File: src/rtl/dmem_pkg.sv
// dmem_pkg -- shared definitions for the data-memory arbiter.
//   ADDR_W / DATA_W / DEPTH : default address width, data width and
//                             implemented word count (addr >= DEPTH is
//                             out of range).
//   PORT_CPU / PORT_DBG     : requester indices (load/store unit, debug).
//   state_t                 : arbiter FSM encoding.
package dmem_pkg;

    localparam int ADDR_W = 8;
    localparam int DATA_W = 16;
    localparam int DEPTH  = 64;

    localparam int PORT_CPU = 0;
    localparam int PORT_DBG = 1;

    typedef enum logic [1:0] {
        IDLE   = 2'd0,
        ACCESS = 2'd1,
        RESP   = 2'd2
    } state_t;

endpackage

File: src/rtl/dmem_arbiter_if.sv
// dmem_arbiter_if -- bundle of every non-clock signal around the arbiter.
//   Requester side (x = 0 CPU, 1 debug):
//     reqx, wex, addrx, wdatax   requester -> arbiter
//     gntx, donex, errx, rdatax  arbiter -> requester
//   Memory side:
//     mem_we, mem_re, mem_addr, mem_wdata   arbiter -> memory
//     mem_rdata                             memory -> arbiter (comb read)
//   Modports: master = requesters + memory (environment), slave = arbiter.
interface dmem_arbiter_if #(
    parameter int ADDR_W = dmem_pkg::ADDR_W,
    parameter int DATA_W = dmem_pkg::DATA_W
);
    logic              req0,   req1;
    logic              we0,    we1;
    logic [ADDR_W-1:0] addr0,  addr1;
    logic [DATA_W-1:0] wdata0, wdata1;

    logic              gnt0,   gnt1;
    logic              done0,  done1;
    logic              err0,   err1;
    logic [DATA_W-1:0] rdata0, rdata1;

    logic              mem_we;
    logic              mem_re;
    logic [ADDR_W-1:0] mem_addr;
    logic [DATA_W-1:0] mem_wdata;
    logic [DATA_W-1:0] mem_rdata;

    modport master (
        output req0, req1, we0, we1, addr0, addr1, wdata0, wdata1,
        input  gnt0, gnt1, done0, done1, err0, err1, rdata0, rdata1,
        input  mem_we, mem_re, mem_addr, mem_wdata,
        output mem_rdata
    );

    modport slave (
        input  req0, req1, we0, we1, addr0, addr1, wdata0, wdata1,
        output gnt0, gnt1, done0, done1, err0, err1, rdata0, rdata1,
        output mem_we, mem_re, mem_addr, mem_wdata,
        input  mem_rdata
    );

endinterface

File: src/rtl/dmem_arbiter_rr_arb2.sv
// rr_arb2 -- two-input round-robin picker, purely combinational.
//   req  in  2  request vector, bit i = port i
//   last in  1  port that won the most recent contended arbitration
//   gnt  out 2  one-hot winner, all-zero when nobody requests
// The pointer register lives in the parent so it can decide when to move it.
module rr_arb2
(
    input  logic [1:0] req,
    input  logic       last,
    output logic [1:0] gnt
);
    import dmem_pkg::*;

    always_comb begin
        gnt = 2'b00;
        unique case (req)
            2'b01:   gnt[PORT_CPU] = 1'b1;
            2'b10:   gnt[PORT_DBG] = 1'b1;
            // Contention: hand it to whoever did not win last time.
            2'b11:   gnt = last ? 2'b01 : 2'b10;
            default: gnt = 2'b00;
        endcase
    end

endmodule

File: src/rtl/dmem.sv
// dmem_arbiter -- shares a single-port data memory between the CPU
// load/store unit (port 0) and the debug/program-loader port (port 1).
//   clk    in  rising-edge clock
//   reset  in  synchronous, active-high
//   bus    slave modport of dmem_arbiter_if (requesters + memory)
// One access in flight: IDLE -> ACCESS -> RESP -> IDLE, so at most one
// access every three cycles. gnt pulses in ACCESS, done/err/rdata in RESP.
// ADDR_W / DATA_W must match the connected interface instance.
module dmem_arbiter #(
    parameter int ADDR_W = dmem_pkg::ADDR_W,
    parameter int DATA_W = dmem_pkg::DATA_W,
    parameter int DEPTH  = dmem_pkg::DEPTH
)(
    input  logic         clk,
    input  logic         reset,
    dmem_arbiter_if.slave bus
);
    import dmem_pkg::*;

    // One extra bit so DEPTH == 2**ADDR_W still compares correctly.
    localparam logic [ADDR_W:0] LIMIT = (ADDR_W+1)'(DEPTH);

    state_t            state;
    logic              lastGnt;     // winner of last contended arbitration
    logic [1:0]        reqVec;
    logic [1:0]        pick;

    // Winner's request, muxed before it is latched.
    logic              selWe;
    logic [ADDR_W-1:0] selAddr;
    logic [DATA_W-1:0] selWdata;
    logic              selOk;

    // Access in flight.
    logic              curPort;
    logic              curWe;
    logic              curOk;

    // Registered outputs.
    logic [1:0]        gntQ;
    logic [1:0]        doneQ;
    logic [1:0]        errQ;
    logic [DATA_W-1:0] rdata0Q;
    logic [DATA_W-1:0] rdata1Q;
    logic              memWeQ;
    logic              memReQ;
    logic [ADDR_W-1:0] memAddrQ;
    logic [DATA_W-1:0] memWdataQ;
    logic [DATA_W-1:0] capData;

    assign reqVec = {bus.req1, bus.req0};

    rr_arb2 uArb (
        .req  (reqVec),
        .last (lastGnt),
        .gnt  (pick)
    );

    always_comb begin
        selWe    = bus.we0;
        selAddr  = bus.addr0;
        selWdata = bus.wdata0;
        if (pick[PORT_DBG]) begin
            selWe    = bus.we1;
            selAddr  = bus.addr1;
            selWdata = bus.wdata1;
        end
        // Full-width compare: an address at or past DEPTH never aliases.
        selOk = {1'b0, selAddr} < LIMIT;
    end

    // Read data seen at the end of ACCESS; writes and errors return 0.
    assign capData = (curOk && !curWe) ? bus.mem_rdata : '0;

    always_ff @(posedge clk) begin
        if (reset) begin
            state     <= IDLE;
            lastGnt   <= 1'b1;          // port 0 wins the first tie
            curPort   <= 1'b0;
            curWe     <= 1'b0;
            curOk     <= 1'b0;
            gntQ      <= '0;
            doneQ     <= '0;
            errQ      <= '0;
            rdata0Q   <= '0;
            rdata1Q   <= '0;
            memWeQ    <= 1'b0;
            memReQ    <= 1'b0;
            memAddrQ  <= '0;
            memWdataQ <= '0;
        end else begin
            unique case (state)
                IDLE: begin
                    if (pick != 2'b00) begin
                        state     <= ACCESS;
                        curPort   <= pick[PORT_DBG];
                        curWe     <= selWe;
                        curOk     <= selOk;
                        gntQ      <= pick;
                        // Out-of-range accesses never touch the memory.
                        memWeQ    <= selOk &  selWe;
                        memReQ    <= selOk & ~selWe;
                        memAddrQ  <= selOk ? selAddr  : '0;
                        memWdataQ <= selOk ? selWdata : '0;
                        // The pointer only moves on contention, so a lone
                        // requester does not steal the loser's next turn.
                        if (&reqVec) lastGnt <= pick[PORT_DBG];
                    end
                end
                ACCESS: begin
                    state     <= RESP;
                    gntQ      <= '0;
                    memWeQ    <= 1'b0;
                    memReQ    <= 1'b0;
                    memAddrQ  <= '0;
                    memWdataQ <= '0;
                    doneQ     <= curPort ? 2'b10 : 2'b01;
                    errQ      <= curOk ? 2'b00 : (curPort ? 2'b10 : 2'b01);
                    if (curPort) rdata1Q <= capData;
                    else         rdata0Q <= capData;
                end
                RESP: begin
                    state <= IDLE;
                    doneQ <= '0;
                    errQ  <= '0;
                end
                default: state <= IDLE;
            endcase
        end
    end

    assign bus.gnt0   = gntQ[PORT_CPU];
    assign bus.gnt1   = gntQ[PORT_DBG];
    assign bus.done0  = doneQ[PORT_CPU];
    assign bus.done1  = doneQ[PORT_DBG];
    assign bus.err0   = errQ[PORT_CPU];
    assign bus.err1   = errQ[PORT_DBG];
    assign bus.rdata0 = rdata0Q;
    assign bus.rdata1 = rdata1Q;

    // Reset arriving during ACCESS must stop the write that would commit at
    // the same edge, so the strobes are killed combinationally by reset.
    assign bus.mem_we    = memWeQ & ~reset;
    assign bus.mem_re    = memReQ & ~reset;
    assign bus.mem_addr  = memAddrQ;
    assign bus.mem_wdata = memWdataQ;

endmodule
File: src/flat_wrapper.sv
// flat-port wrapper written by rule: the top's interface ports become plain ports
module dmem_arbiter_flat import dmem_pkg::*;
#(
    parameter int ADDR_W = dmem_pkg::ADDR_W,
    parameter int DATA_W = dmem_pkg::DATA_W,
    parameter int DEPTH  = dmem_pkg::DEPTH
)
  (clk, reset, bus_req0, bus_req1, bus_we0, bus_we1, bus_addr0, bus_addr1, bus_wdata0, bus_wdata1, bus_gnt0, bus_gnt1, bus_done0, bus_done1, bus_err0, bus_err1, bus_rdata0, bus_rdata1, bus_mem_we, bus_mem_re, bus_mem_addr, bus_mem_wdata, bus_mem_rdata);
  dmem_arbiter_if #(.ADDR_W(ADDR_W), .DATA_W(DATA_W)) bus_i ();
  input  logic clk;
  input  logic reset;
  input wire logic [$bits(bus_i.req0)-1:0] bus_req0;
  input wire logic [$bits(bus_i.req1)-1:0] bus_req1;
  input wire logic [$bits(bus_i.we0)-1:0] bus_we0;
  input wire logic [$bits(bus_i.we1)-1:0] bus_we1;
  input wire logic [$bits(bus_i.addr0)-1:0] bus_addr0;
  input wire logic [$bits(bus_i.addr1)-1:0] bus_addr1;
  input wire logic [$bits(bus_i.wdata0)-1:0] bus_wdata0;
  input wire logic [$bits(bus_i.wdata1)-1:0] bus_wdata1;
  output wire logic [$bits(bus_i.gnt0)-1:0] bus_gnt0;
  output wire logic [$bits(bus_i.gnt1)-1:0] bus_gnt1;
  output wire logic [$bits(bus_i.done0)-1:0] bus_done0;
  output wire logic [$bits(bus_i.done1)-1:0] bus_done1;
  output wire logic [$bits(bus_i.err0)-1:0] bus_err0;
  output wire logic [$bits(bus_i.err1)-1:0] bus_err1;
  output wire logic [$bits(bus_i.rdata0)-1:0] bus_rdata0;
  output wire logic [$bits(bus_i.rdata1)-1:0] bus_rdata1;
  output wire logic [$bits(bus_i.mem_we)-1:0] bus_mem_we;
  output wire logic [$bits(bus_i.mem_re)-1:0] bus_mem_re;
  output wire logic [$bits(bus_i.mem_addr)-1:0] bus_mem_addr;
  output wire logic [$bits(bus_i.mem_wdata)-1:0] bus_mem_wdata;
  input wire logic [$bits(bus_i.mem_rdata)-1:0] bus_mem_rdata;
  assign bus_i.req0 = bus_req0;
  assign bus_i.req1 = bus_req1;
  assign bus_i.we0 = bus_we0;
  assign bus_i.we1 = bus_we1;
  assign bus_i.addr0 = bus_addr0;
  assign bus_i.addr1 = bus_addr1;
  assign bus_i.wdata0 = bus_wdata0;
  assign bus_i.wdata1 = bus_wdata1;
  assign bus_gnt0 = bus_i.gnt0;
  assign bus_gnt1 = bus_i.gnt1;
  assign bus_done0 = bus_i.done0;
  assign bus_done1 = bus_i.done1;
  assign bus_err0 = bus_i.err0;
  assign bus_err1 = bus_i.err1;
  assign bus_rdata0 = bus_i.rdata0;
  assign bus_rdata1 = bus_i.rdata1;
  assign bus_mem_we = bus_i.mem_we;
  assign bus_mem_re = bus_i.mem_re;
  assign bus_mem_addr = bus_i.mem_addr;
  assign bus_mem_wdata = bus_i.mem_wdata;
  assign bus_i.mem_rdata = bus_mem_rdata;
  dmem_arbiter #(.ADDR_W(ADDR_W), .DATA_W(DATA_W), .DEPTH(DEPTH)) u_core (.clk(clk), .reset(reset), .bus(bus_i));
endmodule
File: config.mk
export PLATFORM = sky130hd
export DESIGN_NAME = dmem_arbiter_flat
export DESIGN_NICKNAME = d
export VERILOG_FILES = /design/src/rtl/dmem_pkg.sv /design/src/rtl/dmem_arbiter_if.sv /design/src/rtl/dmem_arbiter_rr_arb2.sv /design/src/rtl/dmem.sv /design/src/flat_wrapper.sv
export SDC_FILE = /design/constraint.sdc
export NUM_CORES = 1
export LEC_CHECK = 0
export CORE_MARGIN = 2
export CORE_UTILIZATION = 38
export DETAILED_ROUTE_END_ITERATION = 8
export GPL_TIMING_DRIVEN = 0
export HOLD_SLACK_MARGIN = 0.03
export PLACE_DENSITY = 0.77
export RECOVER_POWER = 100
export REMOVE_ABC_BUFFERS = 1
export SYNTH_ARGS = -nofsm -noshare
export SYNTH_HDL_FRONTEND = slang
export SYNTH_HIERARCHICAL = 1
export SYNTH_SLANG_ARGS = --single-unit
File: constraint.sdc
create_clock -name clk -period 1.85 [get_ports clk]
set_input_delay 0.185 -clock clk [delete_from_list [all_inputs] [get_ports clk]]
set_output_delay 0.185 -clock clk [all_outputs]
set_load 0.03 [all_outputs]
==> results of run 1 <==
==> worst max-delay path, stage by stage <==
cell and delay (ns):
clkdlybuf4s50_1 0.53, a21boi_4 0.33, inv_1 0.37, o221a_2 0.41, a32o_1 0.21
==> metrics by stage <==
stage,hold WS (ns),utilization [%]
2_1_floorplan,0.254,-
3_3_place_gp,0.442,55.9
3_5_place_dp,0.446,56.2
4_1_cts,0.285,60.3
5_1_grt,0.306,60.8
6_report,0.284,60.8
==> power groups by stage <==
stage	Combinational [W]	Sequential, W	Clock [W]
final	0.000933	0.00162	0.00141
after global routing	0.000997	0.00163	0.00150
after floorplan	0.000376	0.00174	0
after detailed placement	0.000871	0.00165	0
after global placement	0.000844	0.00165	0
after CTS	0.000917	0.00162	0.00144
==> state kept, by name, indices dropped and copies added, names as in the netlist <==
register,count
u_core/gntQ,2
u_core/bus.rdata1,16
u_core/state,2
u_core/memWeQ,1
u_core/curOk,1
u_core/bus.mem_addr,8
u_core/curPort,1
u_core/lastGnt,1
u_core/doneQ,2
u_core/errQ,2
u_core/bus.rdata0,16
u_core/memReQ,1
u_core/bus.mem_wdata,16
u_core/curWe,1
==> routing by layer <==
metal	vias up	GRT usage (%)	wire, um
met1	1438	26.6	3910
met2	90	37.3	4600
met3	18	3.66	477
met4	0	9.19	204
li1	1412	-	-
met5	-	0	0
==> what timing repair did <==
action,CTS,global route
buffers inserted,3,3
gates resized for setup,11,5
cloned,2,0
endpoints found under the setup margin,45,60
==> Yosys cell counts (all sizes together) (2+ instances only) <==
cell type	count
dfxtp	70
a21oi	37
nand2	34
nand3	33
a32o	21
clkbuf	20
o221a	18
buf	13
nor2	13
mux2i	9
inv	6
o21ai	5
ha	4
nor2b	4
nor3	3
nor3b	3
a21boi	2
and3	2
mux2	2
nand2b	2
o2111ai	2
o211ai	2
o221ai	2
or2	2
==> kinds of logic (layout without fill, tap and decap cells) <==
| kind of cell | count (synthesis) | in the layout | synth area share [%] |
|---|---|---|---|
| and+or+nand+nor | 100 | 101 | 16.6 |
| DFF | 70 | 70 | 47.0 |
| muxes | 11 | 11 | 3.77 |
| buffers and inverters | 39 | 163 | 6.46 |
| AOI/OAI and AO/OA | 93 | 94 | 24.5 |
| adders and majority gates | 4 | 4 | 1.68 |
==> area by class of cell <==
| type | instances | share of cell area, % |
|---|---|---|
| repair buffers | 141 | 30.2 |
| multi-input cells | 210 | 31.4 |
| clock buffers | 11 | 3.26 |
| inverters | 6 | 0.484 |
| well taps | 102 | 2.74 |
| clock inverters | 5 | 1.75 |
| flip-flops and latches | 70 | 30.1 |
==> worst paths after layout <==
check	end	slack [ns]
setup / recovery	u_core/bus.mem_addr[4]	0.03
setup reg to reg	u_core/bus.mem_addr[4]	0.08
hold reg to reg	u_core/bus.rdata0[7]	0.46
hold / removal	u_core/gntQ[0]	0.28
==> run summary, run 1 <==
The leakage power was 1.64 nW; the number of iterations in the first detailed-routing pass was 4. The wire length of the first global-routing pass is 14600 um, and the clock network fraction of design power is 35.6%. Setup violations remaining at the end of the flow were counted as 0.

Area of the core region: 0.00765 sq mm. Global routing used 21.6% of the available tracks across all layers. Remaining design rule violation count: 0. The aggregate global routing overflow is 0. The via count of the first global-routing pass was 2984.

The gate count after technology mapping is 317. The run gives 512 as the total number of nets in the final design. Of the available clock period, the critical path in the final layout requires 98.3%. The tools report the count of clock tree sinks as 70. Root buffer cell: clkbuf_8. After detailed placement, the total cell area comes to 0.00430 sq mm. The post-synthesis instance area is 0.00298 sq mm. 134 I/O pins were placed. The net switching power figure is 0.00114 W, and the multi-input combinational cell area is 0.00146 sq mm. In this run the worst setup path begins at bus_req1.

Buffers placed on the I/O ports in this run total 133. The detail route stage leaves a number of antenna-violating nets equal to 0. Along the worst path, the maximum fanout reaches 20. In this run the worst hold path is classified as primary input to flip-flop. The HPWL after detailed placement is 5960 um. The number of antenna violations at the first check in global routing was 0.

The site row count came out at 32. The startpoint identified for the worst hold timing path is reset. Using the TritonRoute via totals, the vias-per-cell ratio works out to 5.43.

Summing over every cut layer, the via total after detailed routing is 2958. In this run, placement finished with an instance count of 521. Among all flip-flop cells after synthesis, the most frequent one is dfxtp_1.

The average instance in the mapped netlist occupies 9.41 sq um. The final-layout fill cell count was 650. The logs give 47.0% for the proportion of synthesized chip area in sequential cells and 23.5% for the part of the power in combinational logic. Prior to clock tree synthesis, the placed netlist has a worst setup slack of -1.52 ns. Post-synthesis async set-or-reset flop share: 0%.

The total power came out at 0.00396 W. The power density normalized to cell area was 853 mW/mm^2. At the end of routability-driven placement, the weighted congestion stood at 0.786. VDD sags by at most 0.602 mV. TritonCTS built the clock tree. Dividing the detail-routed wire length by the instance count gives 16.9 um. The most common library cell in the layout ignoring fill and taps is clkdlybuf4s50_1. The beginning of the worst register-to-register path is u_core/lastGnt. CTS built an H-tree with a depth of 3. The minimum period implied by the final worst setup slack was 1.82 ns; the total routed wirelength was 9190 um.

The finished layout holds 545 standard cells, fillers aside. The type of element capturing the critical path was a flip-flop. The cell count of the worst hold path came out at 2. The share of total power dissipated in sequential elements is 40.9%. Setup repair after global routing could not meet its margin everywhere. The run gives 0.00465 sq mm as the final instance area. The logs give 0 for the total count of hold-check failures in the final report and 0 for the number of hold-repair buffers added at the cts stage. The run gives 0 ns as the aggregate negative setup slack.

The detailed router finished its first iteration with 168 violations. The die covers 0.00858 sq mm. The overall die width was 92.6 um.

The tools report the final number of max-transition violations as 0. For the largest net degree at the start of global routing, the log shows 50. Across the whole layout, storage elements account for 0.00140 sq mm.

For the number of max-cap violations, the log shows 0. Counting distinct cell types in the post-synthesis netlist gives 40. After synthesis, the largest area contributor takes up 47.0% of total cell area. The clock transition at the registers of the reported paths came out at 0.07 ns. The worst setup path is launched from a primary input. The run gives 6 as the total number of yosys warnings. The die is 92.6 um tall.

The worst slew margin relative to its limit is 50.5%, and the layout overhead on the synthesized area is 55.8%. On the final layout, the worst clock skew is 0.00825 ns. The switching power share of the total was 28.9%.

At the worst endpoint, the required time is 2.08 ns. In the layout the commonest cells are 132 x clkdlybuf4s50_1, 70 x dfxtp_1, 37 x a21oi_1. The later pin in the worst-skew pair is clocked with a latency of 0.34 ns. The number of register bits inferred by synthesis is 70, and the starting utilization of the core area is 39.0%. In the post-route analysis, the smallest setup slack over all paths is 0.0306 ns. For the worst setup path, the data arrival time is 2.05 ns.

The internal power contribution was 0.00282 W. For the count of antenna diodes in the layout, the log shows 0. Ranked by total cell area, the synthesized netlist is headed by dfxtp_1 47%, a32o_1 7.0%, o221a_2 6.8%. The kind of critical path is primary input to flip-flop.

The flow ran to the end, and the final reports show no timing, DRC or antenna violations. The largest total area in the synthesized netlist belongs to dfxtp_1. The total clock buffers created by CTS was 9; the path depth of the worst reg2reg path was 4. Counting along the longest clock path gives a buffer depth of 2. The synthesized design contains 0 enable-type register cells. Fraction of layout instances using a drive strength above 1: 14.0%. At the pin with the least slew margin, the transition time is 0.741 ns. Based on the critical path, the design can be clocked at up to 550 MHz.
No activity file was read; power rests on OpenSTA's default activity.
==> run 2: changes to the inputs <==
SETUP_SLACK_MARGIN = 0.05   (was not set)
==> run summary, run 2 (synthesis results as in run 1) <==
The flow ran to the end, and the final reports show no timing, DRC or antenna violations. The tools report the number of iterations in the first detailed-routing pass as 4. In this run the critical register-to-register path is launched from u_core/state[0]. Detailed routing inserted a total of 2957 vias. For this design, the slowest cell found on the critical path is clkdlybuf4s50_1.

The worst setup path is captured at a flip-flop. Measured on the finished design, the core utilization comes to 61.6%. For the setup slack after layout, the log shows 0.106 ns.

The top cell types in the final layout, fill and taps aside, are 70 x dfxtp_1, 69 x clkdlybuf4s50_1, 63 x dlygate4sd3_1. Internal power comes to 0.00282 W. The number of DRC violations after detailed-routing iteration 0 is 153, and the final instance area is 0.00471 sq mm. For the upper clock frequency limit, the log shows 574 MHz. The critical path is of the primary input to flip-flop type.

Of the available clock period, the critical path in the final layout requires 94.3%. The tightest min-delay check is of the primary input to flip-flop type. After global routing the overflow that remains totals 0. The finished layout holds 550 standard cells, fillers aside.

Of the total power, registers draw 40.8%. The H-tree generated during clock tree synthesis spans 3 levels. Data on the critical path arrives at its endpoint at 1.97 ns.

The tools report the root buffer cell as clkbuf_8. The critical-path maximum fanout was 10; the worst path buffer plus inverter count was 3. The first global-routing pass estimated 14800 um of wire.

TritonCTS created 9 clock buffers. The overall die width is 92.6 um, and the layout overhead on the synthesized area is 57.9%. The total number of nets in the final design is 517, and the power density normalized to cell area is 842 mW/mm^2. The clock network fraction of design power was 35.5%; the largest net degree at the start of global routing was 50. Prior to clock tree synthesis, the placed netlist has a worst setup slack of -1.52 ns. The run gives 1.87 nW as the leakage power. The logs give 21.9% for the overall global routing resource usage and 2 for the largest buffer count on any clock path. The critical path launch point was bus_req1.

The floorplan step defined a die boundary enclosing 0.00858 sq mm. Slew at the pin closest to its max-slew limit: 0.751 ns. The logs give 0.00115 W for the net switching power figure and 70 for the count of clock tree sinks. The run gives 0.00765 sq mm as the area of the core region. The area after detailed placement is 0.00430 sq mm, and the floorplan die height is 92.6 um. The run gives 23.7% as the part of the power in combinational logic. Setup repair after global routing left no endpoint under its margin.

The run gives 134 as the boundary pin count. The maximum single-stage delay on the critical path is 0.53 ns. The worst pin sits at a relative slew slack of 49.8%. The fraction of layout instances using a drive strength above 1 was 15.2%. Dividing the detail-routed wire length by the instance count gives 16.9 um. The final number of max-transition violations came out at 0. The logs give 0 for the remaining design rule violation count and 0 for the number of antenna violations at the first check in global routing.

After detailed routing, the total wire length is 9310 um. The most common library cell in the layout ignoring fill and taps was dfxtp_1. At the worst endpoint, the required time is 2.08 ns. The worst hold path begins at reset. The switching power share of the total came out at 28.9%.

The via count of the first global-routing pass came out at 3016. The logs give 0 for the count of antenna diodes in the layout and 32 for the site row count. After clock tree synthesis, the clock-pin slew on the worst setup and hold paths is 0.07 ns.

After legalization and detailed placement, the total HPWL measured 5960 um. VDD sags by at most 0.598 mV. Routability-driven placement finished with a final weighted congestion of 0.786. The initial utilization of the core area, before any placement, comes to 39.0%. The clock reaches the later pin of the worst-skew pair after 0.34 ns.

Final-layout fill cell count: 648. After detailed routing, the number of vias per cell comes to 5.38. Number of hold-repair buffers added at the cts stage: 0. Clock skew on the completed layout was measured at 0.00872 ns. The kind of cell adding the most delay to the critical path is buffers and inverters. TritonCTS built the clock tree.

The quantity of I/O buffers inserted on ports is 133. The tools report the number of max-cap violations as 0. The number of placed instances, taps included, is 521. Type of origin of the critical path: a primary input.

The total count of hold-check failures in the final report came out at 0. The final count of negative-setup-slack endpoints was 0. The worst path in the final design needs a cycle of 1.74 ns, including I/O delays and setup. Traced cell by cell, the critical path runs through clkdlybuf4s50_1 > a21boi_4 > buf_4 > clkinvlp_4 > o221a_2 > a32o_1. The detail route stage leaves a number of antenna-violating nets equal to 0.
==> run 2: worst paths after layout <==
check                       endpoint  slack, ns  cells after the start
min reg2reg     u_core/bus.rdata0[7]       0.45                      2
max reg2reg  u_core/bus.mem_wdata[6]       0.15                      5
max           u_core/bus.mem_addr[4]       0.11                      6
min                   u_core/gntQ[0]       0.29                      2
==> run 2: through the flow <==
step / hold slack [ns] / TNS (ns) / total power, W
2_1_floorplan: 0.254 / -29.75 / 0.00212
3_5_place_dp: 0.446 / -44.25 / 0.00252
6_report: 0.286 / 0 / 0.00397
5_1_grt: 0.306 / 0 / 0.00413
4_1_cts: 0.285 / 0 / 0.00399
3_3_place_gp: 0.442 / -88.19 / 0.00249
==> run 2: power by group through the flow <==
| stage | clock network, W | registers (W) | logic (W) |
|---|---|---|---|
| detailed placement | 0 | 0.00165 | 0.000871 |
| global placement | 0 | 0.00165 | 0.000844 |
| floorplan | 0 | 0.00174 | 0.000376 |
| CTS | 0.00144 | 0.00162 | 0.000932 |
| finish | 0.00141 | 0.00162 | 0.000941 |
| global route | 0.00150 | 0.00163 | 0.00101 |
==> run 2: area by class of cell <==
class / count / area [sq um] / area share (%)
clock buffer: 11 / 151 / 3.21
clock inverter: 5 / 81.3 / 1.73
inverter: 6 / 26.3 / 0.558
multi-input combinational: 210 / 1470 / 31.2
sequential: 70 / 1400 / 29.7
tap: 102 / 128 / 2.71
timing repair buffer: 145 / 1450 / 30.7
timing repair inverter: 1 / 7.51 / 0.159
==> run 2: repair_timing <==
action / in CTS / in global routing
gates resized for setup: 16 / 5
setup endpoints to repair: 47 / 44
cloned: 3 / 0
pin swaps: 0 / 2
setup buffers: 4 / 6
==> run 2: layer usage <==
layer	GRT usage (%)	share of wire [%]	wire [um]
met1	27.0	43	3960
met2	38.2	52	4800
met3	3.74	4.6	429
met4	8.58	1.2	116
met5	0	0	0
